<file path="config.mk">
export PLATFORM = sky130hd
export DESIGN_NAME = condicionador_sensores
export DESIGN_NICKNAME = d
export VERILOG_FILES = /design/src/rtl/condicionador_sensores.sv
export SDC_FILE = /design/constraint.sdc
export NUM_CORES = 1
export LEC_CHECK = 0
export CORE_MARGIN = 2
export CORE_UTILIZATION = 44
export CTS_BUF_LIST = sky130_fd_sc_hd__clkbuf_8
export DETAILED_ROUTE_END_ITERATION = 10
export GPL_ROUTABILITY_DRIVEN = 1
export GPL_TIMING_DRIVEN = 0
export SYNTH_ARGS = -nofsm -noshare
export SYNTH_HDL_FRONTEND = slang
export SYNTH_SLANG_ARGS = --single-unit
</file>
<file path="constraint.sdc">
create_clock -name clk -period 3.9 [get_ports clk]
set_input_delay 0.39 -clock clk [delete_from_list [all_inputs] [get_ports clk]]
set_output_delay 0.39 -clock clk [all_outputs]
set_load 0.01 [all_outputs]
</file>
<file path="src/rtl/condicionador_sensores.sv">
// condicionador_sensores: synchronizes, debounces and validates five tank level
// probes (0 = wet, 1 = dry), then publishes a conditioned vector, a level code,
// a fault flag and a one-cycle level-change pulse.
// Optional build macro: HOLD_ON_FAULT_EN freezes sensores_out/nivel at their
// last OK values while the fault FSM is in FALHA or SAIDA.
module condicionador_sensores #(
    parameter int unsigned DEB_CNT   = 1000,
    parameter int unsigned FAULT_CNT = 8
) (
    input  logic       clk,
    input  logic       rst_n,
    input  logic [4:0] sensores_raw,
    output logic [4:0] sensores_out,
    output logic [2:0] nivel,
    output logic       fault,
    output logic       changed
);

    localparam int unsigned N_SENS = 5;
    localparam int unsigned NIV_W  = 3;
    localparam int unsigned DEB_W  = 16;
    localparam int unsigned FLT_W  = 8;

    // Last count value before a change is accepted (reaching DEB_CNT / FAULT_CNT).
    localparam logic [DEB_W-1:0] DEB_LAST = DEB_W'(DEB_CNT - 1);
    localparam logic [FLT_W-1:0] FLT_LAST = FLT_W'(FAULT_CNT - 1);

    typedef enum logic [1:0] {
        ST_OK       = 2'd0,
        ST_SUSPEITO = 2'd1,
        ST_FALHA    = 2'd2,
        ST_SAIDA    = 2'd3
    } state_t;

    logic [N_SENS-1:0] sync_q1;
    logic [N_SENS-1:0] sync_q2;
    logic [N_SENS-1:0] deb;
    logic [N_SENS-1:0] wet;
    logic              deb_consistent;

    state_t            state_q;
    state_t            state_d;
    logic [FLT_W-1:0]  flt_cnt_q;
    logic [FLT_W-1:0]  flt_cnt_d;

    logic              update_en;
    logic [N_SENS-1:0] out_d;
    logic [NIV_W-1:0]  nivel_d;
    logic              fault_d;

    // Level code: index of the highest wet probe plus one, 0 when all dry.
    function automatic logic [NIV_W-1:0] level_of(input logic [N_SENS-1:0] v);
        logic [NIV_W-1:0] lvl;
        lvl = '0;
        for (int i = 0; i < N_SENS; i++) begin
            if (!v[i]) begin
                lvl = NIV_W'(i + 1);
            end
        end
        return lvl;
    endfunction

    // Two-flop synchronizer for the asynchronous probe inputs.
    always_ff @(posedge clk or negedge rst_n) begin
        if (!rst_n) begin
            sync_q1 <= '1;
            sync_q2 <= '1;
        end else begin
            sync_q1 <= sensores_raw;
            sync_q2 <= sync_q1;
        end
    end

    // Independent per-bit debouncers; counter clears on agreement, accepts at DEB_CNT.
    for (genvar g = 0; g < N_SENS; g++) begin : g_deb
        logic [DEB_W-1:0] cnt;

        always_ff @(posedge clk or negedge rst_n) begin
            if (!rst_n) begin
                cnt    <= '0;
                deb[g] <= 1'b1;
            end else if (sync_q2[g] == deb[g]) begin
                cnt <= '0;
            end else if (cnt >= DEB_LAST) begin
                cnt    <= '0;
                deb[g] <= sync_q2[g];
            end else begin
                cnt <= cnt + DEB_W'(1);
            end
        end
    end

    // Wet probes must form a contiguous run from bit0: wet mask is 2^k - 1.
    assign wet            = ~deb;
    assign deb_consistent = ((wet & (wet + N_SENS'(1))) == '0);

    // FSM state and fault-persistence counter registers.
    always_ff @(posedge clk or negedge rst_n) begin
        if (!rst_n) begin
            state_q   <= ST_OK;
            flt_cnt_q <= '0;
        end else begin
            state_q   <= state_d;
            flt_cnt_q <= flt_cnt_d;
        end
    end

    // Next-state logic; counter includes the cycle that entered SUSPEITO/SAIDA.
    always_comb begin
        state_d   = state_q;
        flt_cnt_d = flt_cnt_q;
        case (state_q)
            ST_OK: begin
                if (!deb_consistent) begin
                    state_d   = ST_SUSPEITO;
                    flt_cnt_d = FLT_W'(1);
                end
            end
            ST_SUSPEITO: begin
                if (deb_consistent) begin
                    state_d   = ST_OK;
                    flt_cnt_d = '0;
                end else if (flt_cnt_q >= FLT_LAST) begin
                    state_d   = ST_FALHA;
                    flt_cnt_d = '0;
                end else begin
                    flt_cnt_d = flt_cnt_q + FLT_W'(1);
                end
            end
            ST_FALHA: begin
                if (deb_consistent) begin
                    state_d   = ST_SAIDA;
                    flt_cnt_d = FLT_W'(1);
                end
            end
            ST_SAIDA: begin
                if (!deb_consistent) begin
                    state_d   = ST_FALHA;
                    flt_cnt_d = '0;
                end else if (flt_cnt_q >= FLT_LAST) begin
                    state_d   = ST_OK;
                    flt_cnt_d = '0;
                end else begin
                    flt_cnt_d = flt_cnt_q + FLT_W'(1);
                end
            end
            default: begin
                state_d   = ST_OK;
                flt_cnt_d = '0;
            end
        endcase
    end

    // Output decode: OK tracks deb (only ever consistent there), SUSPEITO holds.
    always_comb begin
        update_en = 1'b0;
        fault_d   = 1'b0;
        case (state_d)
            ST_OK: begin
                update_en = 1'b1;
            end
            ST_FALHA, ST_SAIDA: begin
                fault_d = 1'b1;
`ifdef HOLD_ON_FAULT_EN
                update_en = 1'b0;
`else
                update_en = 1'b1;
`endif
            end
            default: begin
                update_en = 1'b0;
            end
        endcase
        out_d   = update_en ? deb : sensores_out;
        nivel_d = level_of(out_d);
    end

    // Registered outputs; changed flags the edge where nivel takes a new value.
    always_ff @(posedge clk or negedge rst_n) begin
        if (!rst_n) begin
            sensores_out <= '1;
            nivel        <= '0;
            fault        <= 1'b0;
            changed      <= 1'b0;
        end else begin
            sensores_out <= out_d;
            nivel        <= nivel_d;
            fault        <= fault_d;
            changed      <= (nivel_d != nivel);
        end
    end

endmodule

</file>
# Word level (Yosys, flattened, before mapping)
# Index checks and enable logic that the tools add are counted.
dict set report op_classes {
  n_reduce_logical 11
  n_mux 31
  bitwise_logic 7
  add_sub_neg 7
  eq_ne 13
  order_cmp 6
}
# cell n
set ops {}
lappend ops {{2-to-1 mux 16 bit} 10}
lappend ops {{adder 16 x 1 -> 16 bit, second input constant} 5}
lappend ops {{greater-or-equal comparator 16 x 10 -> 1 bit, second input constant} 5}
lappend ops {{2-to-1 mux 8 bit} 5}
lappend ops {{one-hot mux 8 bit (4 select lines)} 1}
lappend ops {{2-to-1 mux 2 bit} 6}
lappend ops {{2-to-1 mux 3 bit} 4}
lappend ops {{AND reduction 2 bit} 6}
lappend ops {{adder 8 x 1 -> 8 bit, second input constant} 1}
lappend ops {{== test 2 bit, second input constant} 4}
lappend ops {{greater-or-equal comparator 8 x 3 -> 1 bit, second input constant} 1}
lappend ops {{one-hot mux 2 bit (4 select lines)} 1}
lappend ops {{adder 5 x 1 -> 5 bit, second input constant} 1}
lappend ops {{AND 5 bit} 1}
lappend ops {{== test 1 bit} 5}
lappend ops {{zero test 5 bit} 1}
lappend ops {{2-to-1 mux 5 bit} 1}
lappend ops {{inverter 1 bit} 5}
lappend ops {{inverter 5 bit} 1}
lappend ops {{zero test 2 bit} 2}
lappend ops {{!= test 2 bit, second input constant} 2}
lappend ops {{2-to-1 mux 1 bit} 3}
lappend ops {{!= test 3 bit} 1}
lappend ops {{OR reduction 3 bit} 1}
lappend ops {{2 further kinds} 2}
dict set report word_totals {
  reg_bits 115
  word_cells 93
}

# Depth between registers and ports, before layout
# Gate-level depths: netlist of run 1.
dict set report depth {
  depth_word 16
  depth_mapped 7
}

# Worst setup path after synthesis of run 1
# No wires, ideal clock.
dict set report synth_path {
  path_kind {register to register}
  start {register flt_cnt_q[0]}
  end {register sensores_out[1]}
  n_path_buf 1
  synth_period_minus_slack_ns 1.778
  setup_slack_ns 2.122
  stages_incl_launch_ff 7
  arrival_ns 1.696
  required_ns 3.818
  setup_ns 0.082
  path_cell_list {dfrtp_1 -> ha_1 -> a21oi_1 -> a21boi_2 -> or3_4 -> buf_6 -> mux2_4}
}
dict set report synth_between {
  elab_chain_cells 8
  word_cells_on_any_way 12
  cone_classes {order compare (1); eq/ne (2); mux (7); reduce/logical (2)}
}
# item line_no
set synth_rtl {}
lappend synth_rtl {{start: declaration} 43} ;# logic [FLT_W-1:0] flt_cnt_q;
lappend synth_rtl {{start signal: assignment} 104} ;# flt_cnt_q <= flt_cnt_d;
lappend synth_rtl {{greater-or-equal comparator 8 x 3 -> 1 bit (*)} {123, 140}}
lappend synth_rtl {{2-to-1 mux 2 bit (on tied branches)} {140, 123}}
lappend synth_rtl {{2-to-1 mux 2 bit (on tied branches)} {137, 120}}
lappend synth_rtl {{one-hot mux 2 bit (4 select lines) (*)} 112} ;# case (state_q)
lappend synth_rtl {{== test 2 bit or zero test 2 bit (tied branches)} 158} ;# case (state_d)
lappend synth_rtl {{OR reduction 3 bit (no source line) (*)} -}
lappend synth_rtl {{2-to-1 mux 1 bit (*)} 158}
lappend synth_rtl {{2-to-1 mux 5 bit (*)} 174} ;# out_d = update_en ? deb : sensores_out;
lappend synth_rtl {{net out_d[1]} 47} ;# logic [N_SENS-1:0] out_d;
lappend synth_rtl {{end signal: assignment} 186} ;# sensores_out <= out_d;
lappend synth_rtl {{end: declaration} 13} ;# output logic [4:0] sensores_out,
# Mark *: on every way through the listed nets, which the timed path passes. The rest lies on a longest branch.
# A chain may end at the register's enable or synchronous reset.

# Worst setup path after layout of run 1
dict set report layout_path {
  start {register sensores_out[4]}
  end {output port sensores_out[4]}
}
# No word-level cell between the ends.

==> results.sh, run 1 <==
export IMPL_rsz0062_at_grt="false"
export IMPL_syn_inst=372
export IMPL_synthTopCellsByArea="dfrtp_1, dfstp_2, nor2_1, xor2_1, xnor2_1"
export IMPL_hold_buffers=0
export IMPL_clock_latency_ps=420
export IMPL_ios=17
export IMPL_hold_class="in2async"
export IMPL_fill_cells=926
export IMPL_drive_above_1_share=0.164
export IMPL_wl_um=7160
export IMPL_yosysMostFrequentCell="dfrtp_1"
export IMPL_synth_edf_count=0
export IMPL_worstPathArrival_ps=1580
export IMPL_antenna_found_initial=0
export IMPL_path_delay_family="buffers and inverters"
export IMPL_rows=37
export IMPL_clk_pin_slew_ps=60
export IMPL_coreArea_sq_um=10200
export IMPL_yosysUniqueCellTypes=46
export IMPL_root_buffer="clkbuf_8"
export IMPL_cp_start_kind="flop"
export IMPL_crit_path_max_incr_delay_ps=590
export IMPL_antennaDiodeCount=0
export IMPL_cts_buffers=17
export IMPL_ys_seq_area_frac=0.637
export IMPL_grtUsageTotal=0.151
export IMPL_outcome="complete, no violations"
export IMPL_final_hold_violation_count=0
export IMPL_synth_top_area_cell="dfrtp_1"
export IMPL_cts_resized=0
export IMPL_p_leak_nw=2.47
export IMPL_die_x_um=106
export IMPL_vias_per_cell=4.71
export IMPL_synth_top_area_frac=0.522
export IMPL_cts_sinks=115
export IMPL_antenna_left=0
export IMPL_irDropWorstVdd_uv=422
export IMPL_cts_tree="yes"
export IMPL_post_route_util=0.533
export IMPL_cts_buffer_depth=2
export IMPL_fin_skew_ps=14.4
export IMPL_cts_htree_levels=4
export IMPL_cp_num_buf_inv=1
export IMPL_area_growth_pct=19.1
export IMPL_end_kind="output port"
export IMPL_grt_pass1_vias=2849
export IMPL_max_cap_violations=0
export IMPL_post_cts_repair_setup_buffers=0
export IMPL_drt_drc_violations_left=0
export IMPL_cp_max_fo=6
export IMPL_worst_slew_pin_transition_ps=699
export IMPL_portBuffers=16
export IMPL_ys_warn_count=0
export IMPL_start_util=0.448
export IMPL_drt_iter0_markers=103
export IMPL_synth_ff_type="dfrtp_1"
export IMPL_min_period_ps=1970
export IMPL_synth_area_per_cell_sq_um=12.3
export IMPL_nets=450
export IMPL_relSlewSlack=0.534
export IMPL_critPathSlowestCell="clkdlybuf4s50_1"
export IMPL_synth_seq_cells=115
export IMPL_grt_overflow_total=0
export IMPL_vias=2762
export IMPL_die_y_um=106
export IMPL_cp_data_required_time_ps=3510
export IMPL_pwr_density_cell_nw_per_um2=555
export IMPL_ff_latch_area_sq_um=2900
export IMPL_synthArstFlopShare=1.00
export IMPL_grt_pass1_wl_um=13000
export IMPL_wire_per_inst_um=12.2
export IMPL_hpwl_um=4700
export IMPL_tns_ps=0
export IMPL_synth_commonest_cells="dfrtp_1, nor2_1, nand2_1, xor2_1, nand3_1"
export IMPL_setup_violations=0
export IMPL_multiInputGateArea_sq_um=1730
export IMPL_crit_type="reg2out"
export IMPL_grt_max_degree=62
export IMPL_fin_crit_sh=0.505
export IMPL_slew_viol_final=0
export IMPL_gp_congestion=0.740
export IMPL_fmax_ghz=0.508
export IMPL_crit_chain="clkdlybuf4s50_1"
export IMPL_dr_pass1_iters=4
export IMPL_syn_area_sq_um=4560
export IMPL_die_area_sq_um=11200
[area by class of cell]
cell class                      instances  area share
Inverter                                4     0.00277
Buffer                                  2     0.00415
Sequential cell                       115       0.535
Clock inverter                         13      0.0267
Clock buffer                           19      0.0482
Timing Repair Buffer                   17      0.0341
Tap cell                              136      0.0313
Multi-Input combinational cell        280       0.318
[placed cells by master (no fill, tap or decap), types with 7 or more instances in the layout]
cell             instances
dfrtp_1                 95
nor2_1                  63
conb_1                  30
nand2_1                 23
xor2_1                  23
nand3_1                 22
dfstp_2                 20
and3_1                  19
xnor2_1                 19
clkbuf_8                19
clkdlybuf4s50_1         15
inv_1                    7
mux2_2                   7
[per-layer routing]
layer,vias to the layer above,global-route usage,part of all wire
li1,1380,-,-
met1,1340,0.189,0.48
met2,29,0.229,0.46
met3,13,0.0612,0.046
met4,0,0.0667,0.020
met5,-,0,0
[through the flow]
step                cell area (sq um)  power (mW)  instances  worst slack (ps)  hold slack, ps
CTS                              5430        3.06        586              1890            32.6
finish                           5430        3.01        586              1930            10.8
floorplan                        4670        1.71        401              2120            94.4
global placement                 5000        1.91        553             -1830             346
global route                     5430        3.18        586              1820            56.3
detailed placement               5020        1.93        554              1970             348
[path summary, 6_finish.rpt]
| check | start | to | slack, ps | depth (start not counted) |
|---|---|---|---|---|
| worst max-delay path | sensores_out[4]$_DFF_PN1_ | sensores_out[4] | 1930 | 1 |
| worst min-delay path | rst_n | g_deb[1].cnt[8]$_DFF_PN0_ | 10 | 1 |
| worst max register to register | flt_cnt_q[1]$_DFFE_PN0P_ | sensores_out[2]$_DFF_PN1_ | 1960 | 6 |
| worst min register to register | sync_q1[4]$_DFF_PN1_ | sync_q2[4]$_DFF_PN1_ | 350 | 0 |
| max in group asynchronous | rst_n | sync_q2[4]$_DFF_PN1_ | 3110 | 2 |
| min in group clk | sync_q1[4]$_DFF_PN1_ | sync_q2[4]$_DFF_PN1_ | 350 | 0 |
[sequential cells by signal (all words and copies together) (netlist names)]
| name | flops |
|---|---|
| g_deb.cnt | 80 |
| deb | 5 |
| changed | 1 |
| flt_cnt_q | 8 |
| nivel | 3 |
| state_q | 2 |
| fault | 1 |
| sync_q2 | 5 |
| sensores_out | 5 |
| sync_q1 | 5 |
[kinds of logic after synthesis]
kind of cell / after synthesis / share of synthesized area
fa+ha+maj: 6 / 0.0165
buf+inv: 6 / 0.00823
flops: 115 / 0.637
compound gates: 34 / 0.0541
other cells: 1 / 0.000823
simple gates: 157 / 0.172
mux: 11 / 0.0305
xor+xnor: 42 / 0.0807
[power by group]
group / total, mW / switching (mW) / internal [mW] / leakage (nW)
clock network: 1.11 / 0.455 / 0.655 / 0.215
registers: 1.41 / 0.0919 / 1.32 / 1.45
logic: 0.489 / 0.224 / 0.265 / 0.811
total: 3.01 / 0.771 / 2.24 / 2.47
Note: power is estimated with default switching activity, not from simulation.
==> run 2: changes to the inputs <==
Clock period 3.9 ns to 1.67 ns, I/O delays scaled along.
==> results.sh, run 2 (synthesis results as in run 1) <==
export IMPL_fill_cells=847
export IMPL_portBuffers=16
export IMPL_final_hold_violation_count=0
export IMPL_drive_above_1_share=0.246
export IMPL_nets=463
export IMPL_postLayoutSetupSlackWorst_ps=-132
export IMPL_grt_pass1_wl_um=13600
export IMPL_root_buffer="clkbuf_8"
export IMPL_vias_per_cell=4.76
export IMPL_largestRegisters="g_deb.cnt (80), flt_cnt_q (8)"
export IMPL_min_period_ps=1800
export IMPL_die_area_sq_um=11200
export IMPL_violations="negative setup slack"
export IMPL_worst_slew_pin_transition_ps=583
export IMPL_slew_viol_final=0
export IMPL_p_leak_nw=2.58
export IMPL_total_power_mw=7.64
export IMPL_drt_iter0_markers=127
export IMPL_largest_reg_flops=80
export IMPL_place_ws_ps=-165
export IMPL_top_register="g_deb.cnt"
export IMPL_area_growth_pct=27.3
export IMPL_dr_pass1_iters=4
export IMPL_pwr_density_cell_nw_per_um2=1320
export IMPL_gp_congestion=0.739
export IMPL_irDropWorstVdd_uv=922
export IMPL_antenna_found_initial=0
export IMPL_fin_skew_ps=10.3
export IMPL_setup_violations=12
export IMPL_hold_class="in2reg"
export IMPL_outcome="finished with violations"
export IMPL_coreArea_sq_um=10200
export IMPL_relSlewSlack=0.611
export IMPL_final_common_cell="dfrtp_1"
export IMPL_start_util=0.448
export IMPL_use_met3=0.0606
export IMPL_die_x_um=106
export IMPL_wl_um=7690
export IMPL_grt_max_degree=73
export IMPL_final_cell_mix="dfrtp_1, nor2_1, conb_1"
export IMPL_cts_tree="yes"
export IMPL_grt_pass1_vias=2950
export IMPL_top_usage_layer="met2"
export IMPL_cts_buffer_depth=2
export IMPL_fmax_ghz=0.555
export IMPL_die_y_um=106
export IMPL_cp_max_fo=5
export IMPL_vias=2852
export IMPL_worstPathArrival_ps=2150
export IMPL_crit_type="reg2reg"
export IMPL_fin_crit_sh=1.08
export IMPL_grtUsageTotal=0.157
export IMPL_clk_pin_slew_ps=70
export IMPL_cp_start_kind="flop"
export IMPL_end_kind="flop"
export IMPL_drt_drc_violations_left=0
export IMPL_wire_per_inst_um=12.8
export IMPL_grt_overflow_total=0
export IMPL_antennaDiodeCount=0
export IMPL_grt_use_met2=0.242
export IMPL_rows=37
export IMPL_ios=17
export IMPL_cts_htree_levels=4
export IMPL_rsz0062_at_grt="true"
export IMPL_grtUsageMet1=0.202
export IMPL_antenna_left=0
export IMPL_cp_data_required_time_ps=2020
export IMPL_clock_latency_ps=420
export IMPL_max_cap_violations=0
export IMPL_hpwl_um=4760
export IMPL_cts_buffers=17
export IMPL_cts_sinks=115
## run 2: changes by cell type in the layout (fill, tap and decap cells not counted), sizes merged, moves of 3 or more
cell           delta
clkdlybuf4s50     -5
inv               -3
buf              +10
dlygate4sd2       +5
## run 2: cell type report
cell class              count  area [sq um]  area share
flip-flops and latches    115          2900       0.500
multi-input cells         281          1920       0.331
well taps                 136           170      0.0293
clock inverters            12           203      0.0349
inverters                   4          15.0     0.00259
repair buffers             29           293      0.0504
plain buffers               2          26.3     0.00453
clock buffers              20           275      0.0474
## run 2: critical path, stage by stage, from the launching register on
cell	delay [ps]
dfstp_2	530
buf_6	130
or2_4	130
a211oi_4	60
or3_4	430
buf_8	160
mux2_4	290
## run 2: power by group
group / leakage [nW] / internal, mW / switching, mW / total (mW)
sequential: 1.45 / 3.08 / 0.218 / 3.30
combinational: 0.906 / 0.711 / 0.600 / 1.31
clock: 0.227 / 1.90 / 1.13 / 3.03
## run 2: worst paths after layout
kind / cells past startpoint / slack, ps / start / end
max: 6 / -130 / deb[3]$_DFFE_PN1P_ / sensores_out[1]$_DFF_PN1_
min: 1 / 140 / sensores_raw[2] / sync_q1[2]$_DFF_PN1_
max reg2reg: 6 / -130 / deb[3]$_DFFE_PN1P_ / sensores_out[1]$_DFF_PN1_
min reg2reg: 0 / 360 / sync_q1[3]$_DFF_PN1_ / sync_q2[3]$_DFF_PN1_
max in group asynchronous: 3 / 600 / rst_n / sensores_out[4]$_DFF_PN1_
min in group asynchronous: 2 / 290 / rst_n / g_deb[3].cnt[6]$_DFF_PN0_
## run 2: per-layer routing
metal | part of all wire | vias to the layer above | routed length, um
met5 | 0 | - | 0
met4 | 0.0090 | 0 | 69
met3 | 0.044 | 6 | 336
met2 | 0.49 | 39 | 3730
met1 | 0.46 | 1402 | 3550
li1 | - | 1405 | -
## run 2: timing repair
| item | in CTS | in global routing |
|---|---|---|
| endpoints found under the hold margin | 40 | 0 |
| pin swaps | 8 | 12 |
| cloned | 1 | 1 |
| buffers inserted | 9 | 1 |
| resized for setup | 30 | 15 |
| hold buffers | 1 | 0 |
| endpoints found under the setup margin | 71 | 46 |
## run 2: through the flow
| stage | hold WS, ps | cells | utilization | setup TNS (ps) | cell area, sq um |
|---|---|---|---|---|---|
| finish | 144 | 599 | 0.570 | -900 | 5800 |
| global route | 123 | 599 | 0.570 | -1960 | 5800 |
| CTS | 121 | 597 | 0.560 | -767 | 5700 |
| detailed placement | 212 | 554 | 0.494 | -5090 | 5030 |
| global placement | 347 | 553 | 0.491 | -419800 | 5000 |
| floorplan | -129 | 401 | - | -143 | 4670 |
==> run 3: changes to the inputs <==
Settings changed: SLEW_MARGIN from default to 25.
Clock period 1.67 ns to 1.8 ns, I/O delays scaled along.
==> results.sh, run 3 (synthesis results as in run 1) <==
export IMPL_outcome="finished with violations"
export IMPL_violations="negative setup slack"
export IMPL_fmax_ghz=0.556
export IMPL_grt_pass1_wl_um=13000
export IMPL_antenna_found_initial=0
export IMPL_wire_per_inst_um=12.4
export IMPL_slew_viol_final=0
export IMPL_clock_latency_ps=420
export IMPL_max_cap_violations=0
export IMPL_largest_reg_flops=80
export IMPL_fill_cells=894
export IMPL_hpwl_um=4720
export IMPL_grt_pass1_vias=2905
export IMPL_ios=17
export IMPL_coreArea_sq_um=10200
export IMPL_antenna_left=0
export IMPL_die_x_um=106
export IMPL_cts_sinks=115
export IMPL_root_buffer="clkbuf_8"
export IMPL_antennaDiodeCount=0
export IMPL_final_cell_mix="dfrtp_1, nor2_1, conb_1"
export IMPL_cp_data_required_time_ps=2150
export IMPL_nets=460
export IMPL_largestRegisters="g_deb.cnt (80), flt_cnt_q (8)"
export IMPL_post_route_util=0.550
export IMPL_drt_iter0_markers=72
export IMPL_fin_crit_sh=1.00
export IMPL_cts_buffers=17
export IMPL_start_util=0.448
export IMPL_cp_max_fo=10
export IMPL_postLayoutSetupSlackWorst_ps=-0.131
export IMPL_area_growth_pct=22.9
export IMPL_p_leak_nw=2.55
export IMPL_grtUsageTotal=0.151
export IMPL_pwr_density_cell_nw_per_um2=1200
export IMPL_rsz0062_at_grt="true"
export IMPL_ff_latch_area_sq_um=2900
export IMPL_end_kind="flop"
export IMPL_multiInputGateArea_sq_um=1800
export IMPL_min_period_ps=1800
export IMPL_irDropWorstVdd_uv=842
export IMPL_cts_tree="yes"
export IMPL_cp_start_kind="flop"
export IMPL_dr_pass1_iters=4
export IMPL_top_register="g_deb.cnt"
export IMPL_setup_violations=1
export IMPL_rows=37
export IMPL_vias_per_cell=4.67
export IMPL_drive_above_1_share=0.211
export IMPL_final_common_cell="dfrtp_1"
export IMPL_vias=2784
export IMPL_die_y_um=106
export IMPL_gp_congestion=0.740
export IMPL_hold_ws_ps=157
export IMPL_die_area_sq_um=11200
export IMPL_final_hold_violation_count=0
export IMPL_total_power_mw=6.73
export IMPL_worstPathArrival_ps=2150
export IMPL_cts_buffer_depth=2
export IMPL_fin_skew_ps=7.70
export IMPL_grt_max_degree=67
export IMPL_crit_type="reg2reg"
export IMPL_grt_overflow_total=0
export IMPL_clk_pin_slew_ps=70
export IMPL_wl_um=7380
export IMPL_tns_ps=-0.131
export IMPL_drt_drc_violations_left=0
export IMPL_hold_class="in2reg"
export IMPL_portBuffers=16
export IMPL_cts_htree_levels=4
-- run 3: cell types whose count changed in the layout (fill, tap and decap cells not counted), sizes merged --
cell,before,now
clkdlybuf4s50,10,14
clkbuf,21,18
clkinv,3,5
nand2,24,23
bufinv,5,4
inv,4,7
clkinvlp,4,2
dlygate4sd2,5,0
dlymetal6s2s,0,1
buf,14,13
-- run 3: what timing repair did --
action                                  CTS  global route
endpoints found under the hold margin    45             0
hold buffers                              1             0
gates resized for setup                   8            11
setup buffers                             6             3
endpoints found under the setup margin   15            51
pin swaps                                 5             5
-- run 3: worst max-delay path, cell delays in order (launching register included) --
cell,delay (ps)
dfrtp_1,400
ha_2,200
a21oi_4,170
a21boi_2,80
or3_4,420
buf_8,160
mux2_4,290
-- run 3: per-stage QoR --
step           area, sq um  worst slack [ps]  std cells
6_report              5600            -0.131        596
5_1_grt               5600             -59.0        596
4_1_cts               5530              1.81        593
3_5_place_dp          5030              -128        554
3_3_place_gp          5000             -3720        553
2_1_floorplan         4670              21.7        401
-- run 3: metal layers --
layer | track usage | vias up | share of wire
li1 | - | 1394 | -
met1 | 0.186 | 1339 | 0.46
met2 | 0.229 | 34 | 0.47
met3 | 0.0612 | 17 | 0.048
met4 | 0.0780 | 0 | 0.023
met5 | 0 | - | 0
-- run 3: layout make-up --
| cell class | instances | share of cell area |
|---|---|---|
| Sequential cell | 115 | 0.518 |
| Multi-Input combinational cell | 280 | 0.321 |
| Timing Repair Buffer | 27 | 0.0480 |
| Clock buffer | 18 | 0.0442 |
| Clock inverter | 14 | 0.0306 |
| Tap cell | 136 | 0.0304 |
| Buffer | 2 | 0.00469 |
| Inverter | 4 | 0.00268 |
-- run 3: path summary, 6_finish.rpt --
| path | start | end | slack [ps] | depth (start not counted) |
|---|---|---|---|---|
| worst max-delay path | flt_cnt_q[1]$_DFFE_PN0P_ | sensores_out[4]$_DFF_PN1_ | -0.1 | 6 |
| worst min-delay path | sensores_raw[1] | sync_q1[1]$_DFF_PN1_ | 160 | 1 |
| worst max register to register | flt_cnt_q[1]$_DFFE_PN0P_ | sensores_out[4]$_DFF_PN1_ | -0.1 | 6 |
| worst min register to register | sync_q1[3]$_DFF_PN1_ | sync_q2[3]$_DFF_PN1_ | 350 | 0 |
| max in group asynchronous | rst_n | sync_q2[4]$_DFF_PN1_ | 840 | 3 |
| min in group asynchronous | rst_n | g_deb[1].cnt[8]$_DFF_PN0_ | 250 | 2 |
-- run 3: power by group --
part	internal, mW	switching (mW)
Combinational	0.639	0.524
Sequential	2.86	0.203
Clock	1.52	0.988
==> variant, RTL diff (settings of run 2) <==
Re-encode `state_t` (4 states) as one-hot, 4 bits wide.
--- a/src/rtl/condicionador_sensores.sv
+++ b/src/rtl/condicionador_sensores.sv
@@ -27,7 +27,7 @@
 
-    typedef enum logic [1:0] {
-        ST_OK       = 2'd0,
-        ST_SUSPEITO = 2'd1,
-        ST_FALHA    = 2'd2,
-        ST_SAIDA    = 2'd3
+    typedef enum logic [3:0] {
+        ST_OK       = 4'b0001,
+        ST_SUSPEITO = 4'b0010,
+        ST_FALHA    = 4'b0100,
+        ST_SAIDA    = 4'b1000
     } state_t;
Behaviour: no difference found for any inputs over 10 cycles, from zero or initial values and one cycle with rst_n low; not proved beyond that.
==> variant against run 2 <==
The flow still finishes with violations (negative setup slack). Final cell count up 6.2%. Design area up 4.7%. Non-clock buffer count up 11. Setup slack worse by 190 ps. Wire length up 7.1%. Sequential cell count up 2. Combinational power up 21%. Area after synthesis up 4.0%. Total power down 1.5%. Critical endpoint is now changed. Largest power group unchanged.
==> variant: results (changes against run 2) <==
** Drt
- Met3 routed wirelength :: 366 um (+8.9%)
- The total wirelength of the detailed-routed design is 8230 um (+7.1%).
- The routed length on met1 came to 3870 um (+9.0%).

** Global routing
- The met1 demand-to-capacity share in global routing is 21.2% (+1.0 points).
- The met3 layer usage reported by global route was 5.63% (-0.43 points).
- The global routing usage on met2 came to 23.2% (-0.97 points).

** Pwr
- The clock-net power came to 2.65 mW (-13%).
- The switching share of power is 27.2% (+1.6 points).
- Static leakage :: 2.72 nW (+5.4%)
- The overall power of the completed layout was 7.53 mW (-1.5%).
- The peak supply drop was 0.789 mV (-14%).

** Status
- Run status :: complete, but fails checks
- Violated checks :: negative setup slack

** STA
- The final-layout setup total negative slack was -4420 ps (-3520 ps).
- Setup-failing EPs final :: 20 (+8)
- Max Clock Skew :: 8.73 ps (-1.58 ps)
- Setup WS post-layout :: -321 ps (-189 ps)

** Placement
- The detailed-placement wirelength estimate is 5140 um (+8.0%).
- RePlAce Congestion :: 0.815 (+10%)

** Layout
- The number of buffers other than clock buffers in the final layout is 42 (+35%).
- The clock tree buffer count of the final layout was 19 (-5.0%).
- The net count reported at finish was 500 (+8.0%).
- Non-clock buffer contribution to total cell area :: 6.38% (+0.89 points)
- Multi-input gate share of the layout cell area :: 35.0% (+1.9 points)

** Synth
- Share of the yosys chip area belonging to registers :: 62.3% (-1.4 points)
- Share of synthesized area spent on multiplexers :: 2.69% (-0.35 points)
- The commonest cells after synthesis are 96 x dfrtp_1, 64 x nor2_1, 28 x nand2_1, 25 x xor2_1, 22 x nand3_1.

** Critical path
- Data arrival at the endpoint of the critical path :: 2340 ps (+190 ps)
variant: cell types whose count changed in the layout (fill, tap and decap cells not counted), moves of 4 or more:
cell / change
nor2b_1: +7
inv_1: +4
buf_6: +4
nand2_1: +4
buf_4: +8
a21oi_2: +4
xnor2_1: -4
variant: worst max-delay path: cells and delay by family, from the launching register on:
kind / cells / cell delay (ps)
adder cells (fa/ha/maj): 1 / 190
flip-flops: 1 / 420
AND/OR/NAND/NOR: 2 / 450
multiplexers: 1 / 340
AO/OA/AOI/OAI: 3 / 530
variant: path summary, 6_finish.rpt:
check                                start               to  cells past startpoint
max                           flt_cnt_q[0]          changed                      7
min                        sensores_raw[4]       sync_q1[4]                      1
max reg2reg                   flt_cnt_q[0]          changed                      7
min reg2reg                     sync_q1[4]       sync_q2[4]                      0
max in group asynchronous            rst_n       sync_q1[0]                      3
min in group asynchronous            rst_n  g_deb[1].cnt[7]                      2
